===== src/rtl/descrambler_lock_ctrl_if.sv =====
`default_nettype none
// ============================================================================
//  Module   : descrambler_lock_ctrl_if
//  Purpose  : Control/status bundle between the lock sequencer and the
//             descrambler bank / deskew logic.
//  Revision : 1.0  initial release
// ============================================================================
interface descrambler_lock_ctrl_if #(
    parameter int NUM_LANES = 4
);
    logic                     ENABLE;
    logic [NUM_LANES-1:0]     LANE_MASK;
    logic                     RETRY_ALL;
    logic                     CLEAR_STATS;
    logic [NUM_LANES-1:0]     LANE_VALID;
    logic [NUM_LANES-1:0]     LANE_LOCKED;
    logic [NUM_LANES-1:0]     LANE_RESET;
    logic [NUM_LANES-1:0]     LANE_UP;
    logic [NUM_LANES-1:0]     LANE_FAILED;
    logic                     ALL_LOCKED;
    logic                     ANY_FAILED;
    logic [8*NUM_LANES-1:0]   LOSS_COUNT;

    modport master (
        output ENABLE, LANE_MASK, RETRY_ALL, CLEAR_STATS, LANE_VALID, LANE_LOCKED,
        input  LANE_RESET, LANE_UP, LANE_FAILED, ALL_LOCKED, ANY_FAILED, LOSS_COUNT
    );

    modport slave (
        input  ENABLE, LANE_MASK, RETRY_ALL, CLEAR_STATS, LANE_VALID, LANE_LOCKED,
        output LANE_RESET, LANE_UP, LANE_FAILED, ALL_LOCKED, ANY_FAILED, LOSS_COUNT
    );
endinterface
`default_nettype wire


===== src/rtl/descrambler_lock_ctrl.sv =====
`default_nettype none
// ============================================================================
//  Module   : descrambler_lock_ctrl
//  Purpose  : Per-lane descrambler reset/hunt/retry sequencer with aggregate
//             lock and failure status for the RX alignment stage.
//  Revision : 1.0  initial release
// ============================================================================
module descrambler_lock_ctrl #(
    parameter int NUM_LANES    = 4,
    parameter int LOCK_TIMEOUT = 256,
    parameter int RESET_CYCLES = 4,
    parameter int MAX_RETRIES  = 3
) (
    input wire                      USER_CLK,
    input wire                      SYSTEM_RESET_N,
    descrambler_lock_ctrl_if.slave  bus
);

    localparam int c_RW = $clog2(RESET_CYCLES + 1);
    localparam int c_HW = $clog2(LOCK_TIMEOUT + 1);
    localparam int c_TW = $clog2(MAX_RETRIES + 1);

    localparam logic [c_RW-1:0] c_RST_LAST  = c_RW'(RESET_CYCLES - 1);
    localparam logic [c_HW-1:0] c_HUNT_LAST = c_HW'(LOCK_TIMEOUT - 1);
    localparam logic [c_TW-1:0] c_RETRY_MAX = c_TW'(MAX_RETRIES);

    typedef enum logic [2:0] {
        ST_DISABLED = 3'd0,
        ST_RESET    = 3'd1,
        ST_HUNT     = 3'd2,
        ST_LOCKED   = 3'd3,
        ST_FAILED   = 3'd4
    } lane_state_t;

    logic [NUM_LANES-1:0]   r_lane_en;
    logic [NUM_LANES-1:0]   w_lane_reset;
    logic [NUM_LANES-1:0]   w_lane_up;
    logic [NUM_LANES-1:0]   w_lane_failed;
    logic [8*NUM_LANES-1:0] w_loss_count;

    // Registered copy of the lane enables, so ALL_LOCKED tracks the same edge as the lane FSMs
    always_ff @(posedge USER_CLK) begin
        if (!SYSTEM_RESET_N) begin
            r_lane_en <= '0;
        end else begin
            r_lane_en <= bus.ENABLE ? bus.LANE_MASK : '0;
        end
    end

    for (genvar i = 0; i < NUM_LANES; i++) begin : g_lane
        lane_state_t     r_state;
        logic [c_RW-1:0] r_rst_ctr;
        logic [c_HW-1:0] r_hunt_ctr;
        logic [c_TW-1:0] r_retry_ctr;
        logic [7:0]      r_loss_ctr;
        logic            r_lane_reset;
        logic            r_lane_up;
        logic            r_lane_failed;
        logic            w_en;

        assign w_en = bus.ENABLE & bus.LANE_MASK[i];

        always_ff @(posedge USER_CLK) begin
            if (!SYSTEM_RESET_N) begin
                r_state       <= ST_DISABLED;
                r_rst_ctr     <= '0;
                r_hunt_ctr    <= '0;
                r_retry_ctr   <= '0;
                r_loss_ctr    <= '0;
                r_lane_reset  <= 1'b1;
                r_lane_up     <= 1'b0;
                r_lane_failed <= 1'b0;
            end else begin
                if (bus.CLEAR_STATS) begin
                    r_loss_ctr <= '0;
                end
                if (!w_en) begin
                    r_state       <= ST_DISABLED;
                    r_retry_ctr   <= '0;
                    r_lane_reset  <= 1'b1;
                    r_lane_up     <= 1'b0;
                    r_lane_failed <= 1'b0;
                end else begin
                    case (r_state)
                        ST_DISABLED: begin
                            r_state   <= ST_RESET;
                            r_rst_ctr <= '0;
                        end
                        ST_RESET: begin
                            r_rst_ctr <= r_rst_ctr + 1'b1;
                            if (r_rst_ctr == c_RST_LAST) begin
                                r_state      <= ST_HUNT;
                                r_hunt_ctr   <= '0;
                                r_lane_reset <= 1'b0;
                            end
                        end
                        ST_HUNT: begin
                            if (bus.LANE_VALID[i]) begin
                                r_hunt_ctr <= r_hunt_ctr + 1'b1;
                            end
                            // A lock seen on the timeout word still counts as success
                            if (bus.LANE_LOCKED[i]) begin
                                r_state     <= ST_LOCKED;
                                r_retry_ctr <= '0;
                                r_lane_up   <= 1'b1;
                            end else if (bus.LANE_VALID[i] && r_hunt_ctr == c_HUNT_LAST) begin
                                r_lane_reset <= 1'b1;
                                if (r_retry_ctr == c_RETRY_MAX) begin
                                    r_state       <= ST_FAILED;
                                    r_lane_failed <= 1'b1;
                                end else begin
                                    r_state     <= ST_RESET;
                                    r_rst_ctr   <= '0;
                                    r_retry_ctr <= r_retry_ctr + 1'b1;
                                end
                            end
                        end
                        ST_LOCKED: begin
                            if (!bus.LANE_LOCKED[i]) begin
                                r_state      <= ST_RESET;
                                r_rst_ctr    <= '0;
                                r_retry_ctr  <= '0;
                                r_lane_reset <= 1'b1;
                                r_lane_up    <= 1'b0;
                                // Clear-then-count when a loss coincides with CLEAR_STATS
                                if (bus.CLEAR_STATS) begin
                                    r_loss_ctr <= 8'd1;
                                end else if (r_loss_ctr != 8'hFF) begin
                                    r_loss_ctr <= r_loss_ctr + 8'd1;
                                end
                            end
                        end
                        ST_FAILED: begin
                            if (bus.RETRY_ALL) begin
                                r_state       <= ST_RESET;
                                r_rst_ctr     <= '0;
                                r_retry_ctr   <= '0;
                                r_lane_failed <= 1'b0;
                            end
                        end
                        default: begin
                            r_state       <= ST_DISABLED;
                            r_lane_reset  <= 1'b1;
                            r_lane_up     <= 1'b0;
                            r_lane_failed <= 1'b0;
                        end
                    endcase
                end
            end
        end

        assign w_lane_reset[i]           = r_lane_reset;
        assign w_lane_up[i]              = r_lane_up;
        assign w_lane_failed[i]          = r_lane_failed;
        assign w_loss_count[8*i +: 8]    = r_loss_ctr;
    end

    assign bus.LANE_RESET  = w_lane_reset;
    assign bus.LANE_UP     = w_lane_up;
    assign bus.LANE_FAILED = w_lane_failed;
    assign bus.LOSS_COUNT  = w_loss_count;
    assign bus.ALL_LOCKED  = (|r_lane_en) & (&(w_lane_up | ~r_lane_en));
    assign bus.ANY_FAILED  = |w_lane_failed;

endmodule
`default_nettype wire

===== src/flat_wrapper.sv =====
// flat-port wrapper written by rule: the top's interface ports become plain ports
module descrambler_lock_ctrl_flat 
#(
    parameter int NUM_LANES    = 4,
    parameter int LOCK_TIMEOUT = 256,
    parameter int RESET_CYCLES = 4,
    parameter int MAX_RETRIES  = 3
)
  (USER_CLK, SYSTEM_RESET_N, bus_ENABLE, bus_LANE_MASK, bus_RETRY_ALL, bus_CLEAR_STATS, bus_LANE_VALID, bus_LANE_LOCKED, bus_LANE_RESET, bus_LANE_UP, bus_LANE_FAILED, bus_ALL_LOCKED, bus_ANY_FAILED, bus_LOSS_COUNT);
  descrambler_lock_ctrl_if #(.NUM_LANES(NUM_LANES)) bus_i ();
  input wire USER_CLK;
  input wire SYSTEM_RESET_N;
  input wire logic [$bits(bus_i.ENABLE)-1:0] bus_ENABLE;
  input wire logic [$bits(bus_i.LANE_MASK)-1:0] bus_LANE_MASK;
  input wire logic [$bits(bus_i.RETRY_ALL)-1:0] bus_RETRY_ALL;
  input wire logic [$bits(bus_i.CLEAR_STATS)-1:0] bus_CLEAR_STATS;
  input wire logic [$bits(bus_i.LANE_VALID)-1:0] bus_LANE_VALID;
  input wire logic [$bits(bus_i.LANE_LOCKED)-1:0] bus_LANE_LOCKED;
  output wire logic [$bits(bus_i.LANE_RESET)-1:0] bus_LANE_RESET;
  output wire logic [$bits(bus_i.LANE_UP)-1:0] bus_LANE_UP;
  output wire logic [$bits(bus_i.LANE_FAILED)-1:0] bus_LANE_FAILED;
  output wire logic [$bits(bus_i.ALL_LOCKED)-1:0] bus_ALL_LOCKED;
  output wire logic [$bits(bus_i.ANY_FAILED)-1:0] bus_ANY_FAILED;
  output wire logic [$bits(bus_i.LOSS_COUNT)-1:0] bus_LOSS_COUNT;
  assign bus_i.ENABLE = bus_ENABLE;
  assign bus_i.LANE_MASK = bus_LANE_MASK;
  assign bus_i.RETRY_ALL = bus_RETRY_ALL;
  assign bus_i.CLEAR_STATS = bus_CLEAR_STATS;
  assign bus_i.LANE_VALID = bus_LANE_VALID;
  assign bus_i.LANE_LOCKED = bus_LANE_LOCKED;
  assign bus_LANE_RESET = bus_i.LANE_RESET;
  assign bus_LANE_UP = bus_i.LANE_UP;
  assign bus_LANE_FAILED = bus_i.LANE_FAILED;
  assign bus_ALL_LOCKED = bus_i.ALL_LOCKED;
  assign bus_ANY_FAILED = bus_i.ANY_FAILED;
  assign bus_LOSS_COUNT = bus_i.LOSS_COUNT;
  descrambler_lock_ctrl #(.NUM_LANES(NUM_LANES), .LOCK_TIMEOUT(LOCK_TIMEOUT), .RESET_CYCLES(RESET_CYCLES), .MAX_RETRIES(MAX_RETRIES)) u_core (.USER_CLK(USER_CLK), .SYSTEM_RESET_N(SYSTEM_RESET_N), .bus(bus_i));
endmodule

===== config.mk =====
export PLATFORM = sky130hd
export DESIGN_NAME = descrambler_lock_ctrl_flat
export DESIGN_NICKNAME = d
export VERILOG_FILES = /design/src/rtl/descrambler_lock_ctrl_if.sv /design/src/rtl/descrambler_lock_ctrl.sv /design/src/flat_wrapper.sv
export SDC_FILE = /design/constraint.sdc
export NUM_CORES = 1
export LEC_CHECK = 0
export ABC_AREA = 1
export CAP_MARGIN = 20
export CELL_PAD_IN_SITES_DETAIL_PLACEMENT = 0
export CELL_PAD_IN_SITES_GLOBAL_PLACEMENT = 1
export CORE_ASPECT_RATIO = 0.9
export CORE_UTILIZATION = 37
export DETAILED_ROUTE_END_ITERATION = 10
export HOLD_SLACK_MARGIN = 0.15
export PLACE_DENSITY = 0.8
export SLEW_MARGIN = 20
export SYNTH_ARGS = -nofsm -noshare
export SYNTH_HDL_FRONTEND = slang
export SYNTH_SLANG_ARGS = --single-unit

===== constraint.sdc =====
create_clock -name USER_CLK -period 1.9 [get_ports USER_CLK]
set_clock_uncertainty 0.1 [all_clocks]
set_input_delay 0.38 -clock USER_CLK [delete_from_list [all_inputs] [get_ports USER_CLK]]
set_output_delay 0.38 -clock USER_CLK [all_outputs]
set_load 0.005 [all_outputs]

# Word level (Yosys, flattened, before mapping)
# Index checks and enable logic that the tools add are counted.
# Widths: inputs -> output; s select.
# word_totals
reg_bits	116
wordCells	364
# classes
n_addsub	16
n_eq_ne	76
mux	152
n_bitwise	19
n_reduce_logical	68
# op_table
cell	n
$mux 8	24
$pmux 3 s5	8
$mux 3	38
$mux 9	8
$pmux 9 s2	4
$reduce_and 5->1	12
$ne 2x2->1 const B	24
$mux 1	37
$add 9x1->9 const B	4
$eq 3x2->1 const B	12
$eq 9x8->1 const B	4
$reduce_and 4->1	9
$mux 2	17
$add 8x1->8 const B	4
$ne 8x8->1 const B	4
$reduce_and 7->1	4
$ne 2x1->1 const B	12
$pmux 1 s3	8
$pmux 2 s3	4
$reduce_or 3->1	8
$reduce_bool 5->1	4
$pmux 1 s4	4
$add 3x1->3 const B	4
$eq 3x1->1 const B	4
17 further kinds	70

# Depth between registers and ports, before layout
# depth
ltp_word	6
depth_mapped	13
ltp_nobuf	13

# Worst setup path before layout
# Ideal clock, no wire load.
# synth_path
path_kind	reg-to-reg
start	register u_core.g_lane[0].r_hunt_ctr[1]
end	register u_core.g_lane[0].r_rst_ctr[0]
setup_ns	0.064
arrival_time_ns	1.694
slack_ns	0.042
stages_incl_launch_ff	13
path_cell_list	dfxtp_1 > ha_1 > nand2_1 > inv_1 > nand4_1 > nor2_1 > ha_1 > nand2_1 > o21ai_1 > nand3_1 > nor2_1 > nor2_1 > nor2_1
# synth_between
elab_chain_len	4
# synth_lines
item	line	rtl
start, declared	descrambler_lock_ctrl.sv:53	logic [c_HW-1:0] r_hunt_ctr;
start signal, assigned	descrambler_lock_ctrl.sv:99	r_hunt_ctr <= r_hunt_ctr + 1'b1;
$eq 9x8->1	descrambler_lock_ctrl.sv:106	end else if (bus.LANE_VALID[i] && r_hunt_ctr == c_HUNT_LAST) begin
$logic_and 1x1->1	descrambler_lock_ctrl.sv:106	
$ne 2x1->1 (no source line)	--	
$reduce_and 7->1 (no source line)	--	
end signal, assigned	descrambler_lock_ctrl.sv:90	r_rst_ctr <= r_rst_ctr + 1'b1;
end, declared	descrambler_lock_ctrl.sv:52	logic [c_RW-1:0] r_rst_ctr;
# No other way between the ends.
# A chain may end at the register's enable or synchronous reset.

# Worst setup path after layout
# layout_path
start	register u_core.g_lane[3].r_hunt_ctr[0]
end	register u_core.g_lane[3].r_rst_ctr[2]
# layout_between
elab_chain_len	4
# layout_lines
item	line
start, declared	descrambler_lock_ctrl.sv:53
start signal, assigned	descrambler_lock_ctrl.sv:99
$eq 9x8->1	descrambler_lock_ctrl.sv:106
$logic_and 1x1->1	descrambler_lock_ctrl.sv:106
$ne 2x1->1 (no source line)	--
$reduce_and 7->1 (no source line)	--
end signal, assigned	descrambler_lock_ctrl.sv:90
end, declared	descrambler_lock_ctrl.sv:52
# No other way between the ends.

==> results.yml <==
synth:
  synth_seq_cells: 116
  synth_warnings: 0
  yosysUniqueCellTypes: 38
  avgSynthCellArea_sq_um: 6.35
  synth_area_leaders: "dfxtp_1, nand2_1, nor2_1"
  synth_cells: 1039
  syn_area_sq_um: 6600
  syn_nets: 1080
  ys_seq_area_frac: 0.352
  synth_largest_area_cell: "dfxtp_1"
  synth_top_area_frac: 0.352
global_routing:
  overflow: 0
  grt_pass1_wl_microns: 28700
  grt_antenna_before_repair: 0
  grt_max_degree: 24
  track_usage: 0.196
  grt_pass1_vias: 6136
detailed_routing:
  drcViolationCount: 0
  routed_via_density: 4.61
  drtIter0Drc: 360
  first_pass_iters: 5
  wl_per_cell_microns: 11.9
  ant_nets: 0
  routed_wl_microns: 17300
  vias: 6694
sta:
  maxSlewHeadroom: 0.747
  post-route-min-period_ps: 1910
  worst_slack_ps: -9.92
  max_slew.worst_pin.slew_ps: 375
  final-hold-violation-count: 0
  achievable-frequency_mhz: 524
  min_period_over_period: 1.01
  slew_violations: 0
  final-setup-viol-count: 1
  rsz0062_at_grt: "yes"
clocking:
  clockRootBuffer: "clkbuf_16"
  cts_buffers: 17
  path_clk_slew_ps: 50
  clock-sinks: 116
  cts_tree: "done"
  cts_buffer_depth: 2
  insertion_delay_ps: 410
  cts_max_level: 4
place:
  port_buffers: 62
  dp.cells: 1416
  dp_hpwl_microns: 12700
  routabilityCongestion: 0.870
  dp_slack_ps: -227
run_status:
  status: "finished, violations left"
  violations: "negative setup slack"
layout:
  area_delta_synth_final_pct: 38.5
  antenna_cells: 0
  final_core_util: 0.532
  final_layout_size_suffix_gt1_frac: 0.219
  fin_nets: 1246
  instances_no_fill: 1453
setup_path:
  crit_top_cell: "nand2_2"
  crit_required_ps: 2090
  cp_data_arrival_time_ps: 2100
  worstPathCellList: "ha_4, nand2_2, inv_2, nand4_1, nor2_1, ha_2, nand2_2, nand2_2, nand2_4, nor2_4, nand3_2, nand2_1, nor2_1"
  slowest_delay_ps: 360
  crit_slowest_cell: "dfxtp_4"
  critical_path_class: "flop to flop"
  worst-path-max-fanout: 6
  endpoint_kind: "flop"
  rrSetupSlack_ps: -10
  worst_setup_path_start_kind: "flop"
floorplanning:
  floorplan.initialDensity: 0.384
  row_count: 45
  die_y_microns: 129
  fp.coreArea_sq_um: 17200
  dieArea_sq_um: 18400
  ios: 63
  die_w_microns: 143
pwr:
  powerDensity_nw_per_um2: 713
  power_mw: 6.51
  leakage_nw: 3.94
  ir_drop_uv: 603
job:
  drv_cap: 0
hold_path:
  hold_path_class: "flop to flop"
[kinds of logic after synthesis]
family / Yosys count / synth area share
DFF: 116 / 0.352
and+or+nand+nor: 625 / 0.403
xor gates and xnor gates: 8 / 0.0106
buffers and inverters: 150 / 0.0956
adders and majority gates: 24 / 0.0455
AOI/OAI and AO/OA: 116 / 0.0931
[report_power, final]
| group | switching, mW | internal, mW |
|---|---|---|
| combinational | 0.250 | 0.188 |
| sequential | 0.0242 | 2.46 |
| clock | 1.11 | 2.48 |
| total | 1.38 | 5.13 |
[metrics by stage]
step           instance area, sq um  hold WS [ps]  setup TNS [ps]
6_report                       9140           343           -9.92
5_1_grt                        9140           395           -2430
4_1_cts                        8880           355            -138
3_5_place_dp                   8140           346          -10190
3_3_place_gp                   8140           336           -8200
2_1_floorplan                  6600           320               0
[layout make-up]
class                   instances  area, sq um
repair buffers                168         1420
clock buffers                  21          450
multi-input cells             773         3920
well taps                     235          294
clock inverters                11          205
inverters                     129          489
flip-flops and latches        116         2350
fillers                      1700         8030
[per-layer routing]
layer  vias to the layer above  global-route usage  wire [microns]
met5                         -                   0               0
met1                      2932               0.269            8950
met4                         0              0.0462              92
met3                         9              0.0517             832
li1                       3628                   -               -
met2                       125               0.306            7450
[cell usage in the layout (no fill, tap or decap), drive strengths merged, types with 3 or more instances in the layout]
master         Yosys  routed
o21ai             45      45
xnor2              3       3
nand3             74      74
buf               17     108
clkbuf             4      21
clkdlybuf4s50      0      58
inv              127     127
xor2               5       5
nor3              17      17
dfxtp            116     116
ha                24      24
o21bai             4       4
nand3b             4       4
nand2            296     296
a21oi             64      64
or2                8       8
bufinv             0       6
nor2             201     201
clkinv             2       7
nand4             21      21
[sequential cells by signal, indices dropped and copies added (netlist names)]
register,count
u_core.g_lane.r_hunt_ctr,36
u_core.g_lane.r_lane_failed,4
u_core.g_lane.r_lane_reset,4
u_core.g_lane.r_lane_up,4
u_core.g_lane.r_loss_ctr,32
u_core.g_lane.r_retry_ctr,8
u_core.g_lane.r_rst_ctr,12
u_core.g_lane.r_state,12
u_core.r_lane_en,4
[synth_stat cells, drive strengths merged]
master	n
or4	1
ha	24
nor3	17
xnor2	3
nor2b	1
o21ai	45
xor2	5
a31oi	1
dfxtp	116
a21oi	64
o211ai	1
inv	127
or2	8
clkinv	2
nand3b	4
nand2	296
nand3	74
o21bai	4
buf	17
o22ai	1
clkbuf	4
nand4	21
nor4	1
nor3b	1
nor2	201
[path summary, 6_finish.rpt]
| path | startpoint | endpoint | cells after the start |
|---|---|---|---|
| worst max-delay path | u_core.g_lane[3].r_hunt_ctr[0] | u_core.g_lane[3].r_rst_ctr[2] | 13 |
| worst min-delay path | u_core.g_lane[1].r_lane_reset | u_core.g_lane[1].r_lane_reset | 2 |
| worst max register to register | u_core.g_lane[3].r_hunt_ctr[0] | u_core.g_lane[3].r_rst_ctr[2] | 13 |
| worst min register to register | u_core.g_lane[1].r_lane_reset | u_core.g_lane[1].r_lane_reset | 2 |
[timing repair]
item | CTS | global route
hold buffers | 0 | 0
gates resized for setup | 42 | 73
setup endpoints to repair | 29 | 47
pin swaps | 14 | 37
buffers inserted | 1 | 4
[critical path: cells and delay by family, from the launching register on]
| kind | cells | cell delay, ps |
|---|---|---|
| simple gates | 10 | 950 |
| flops | 1 | 360 |
| fa+ha+maj | 2 | 330 |
| buf+inv | 1 | 60 |
(Power assumes the default switching activity.)
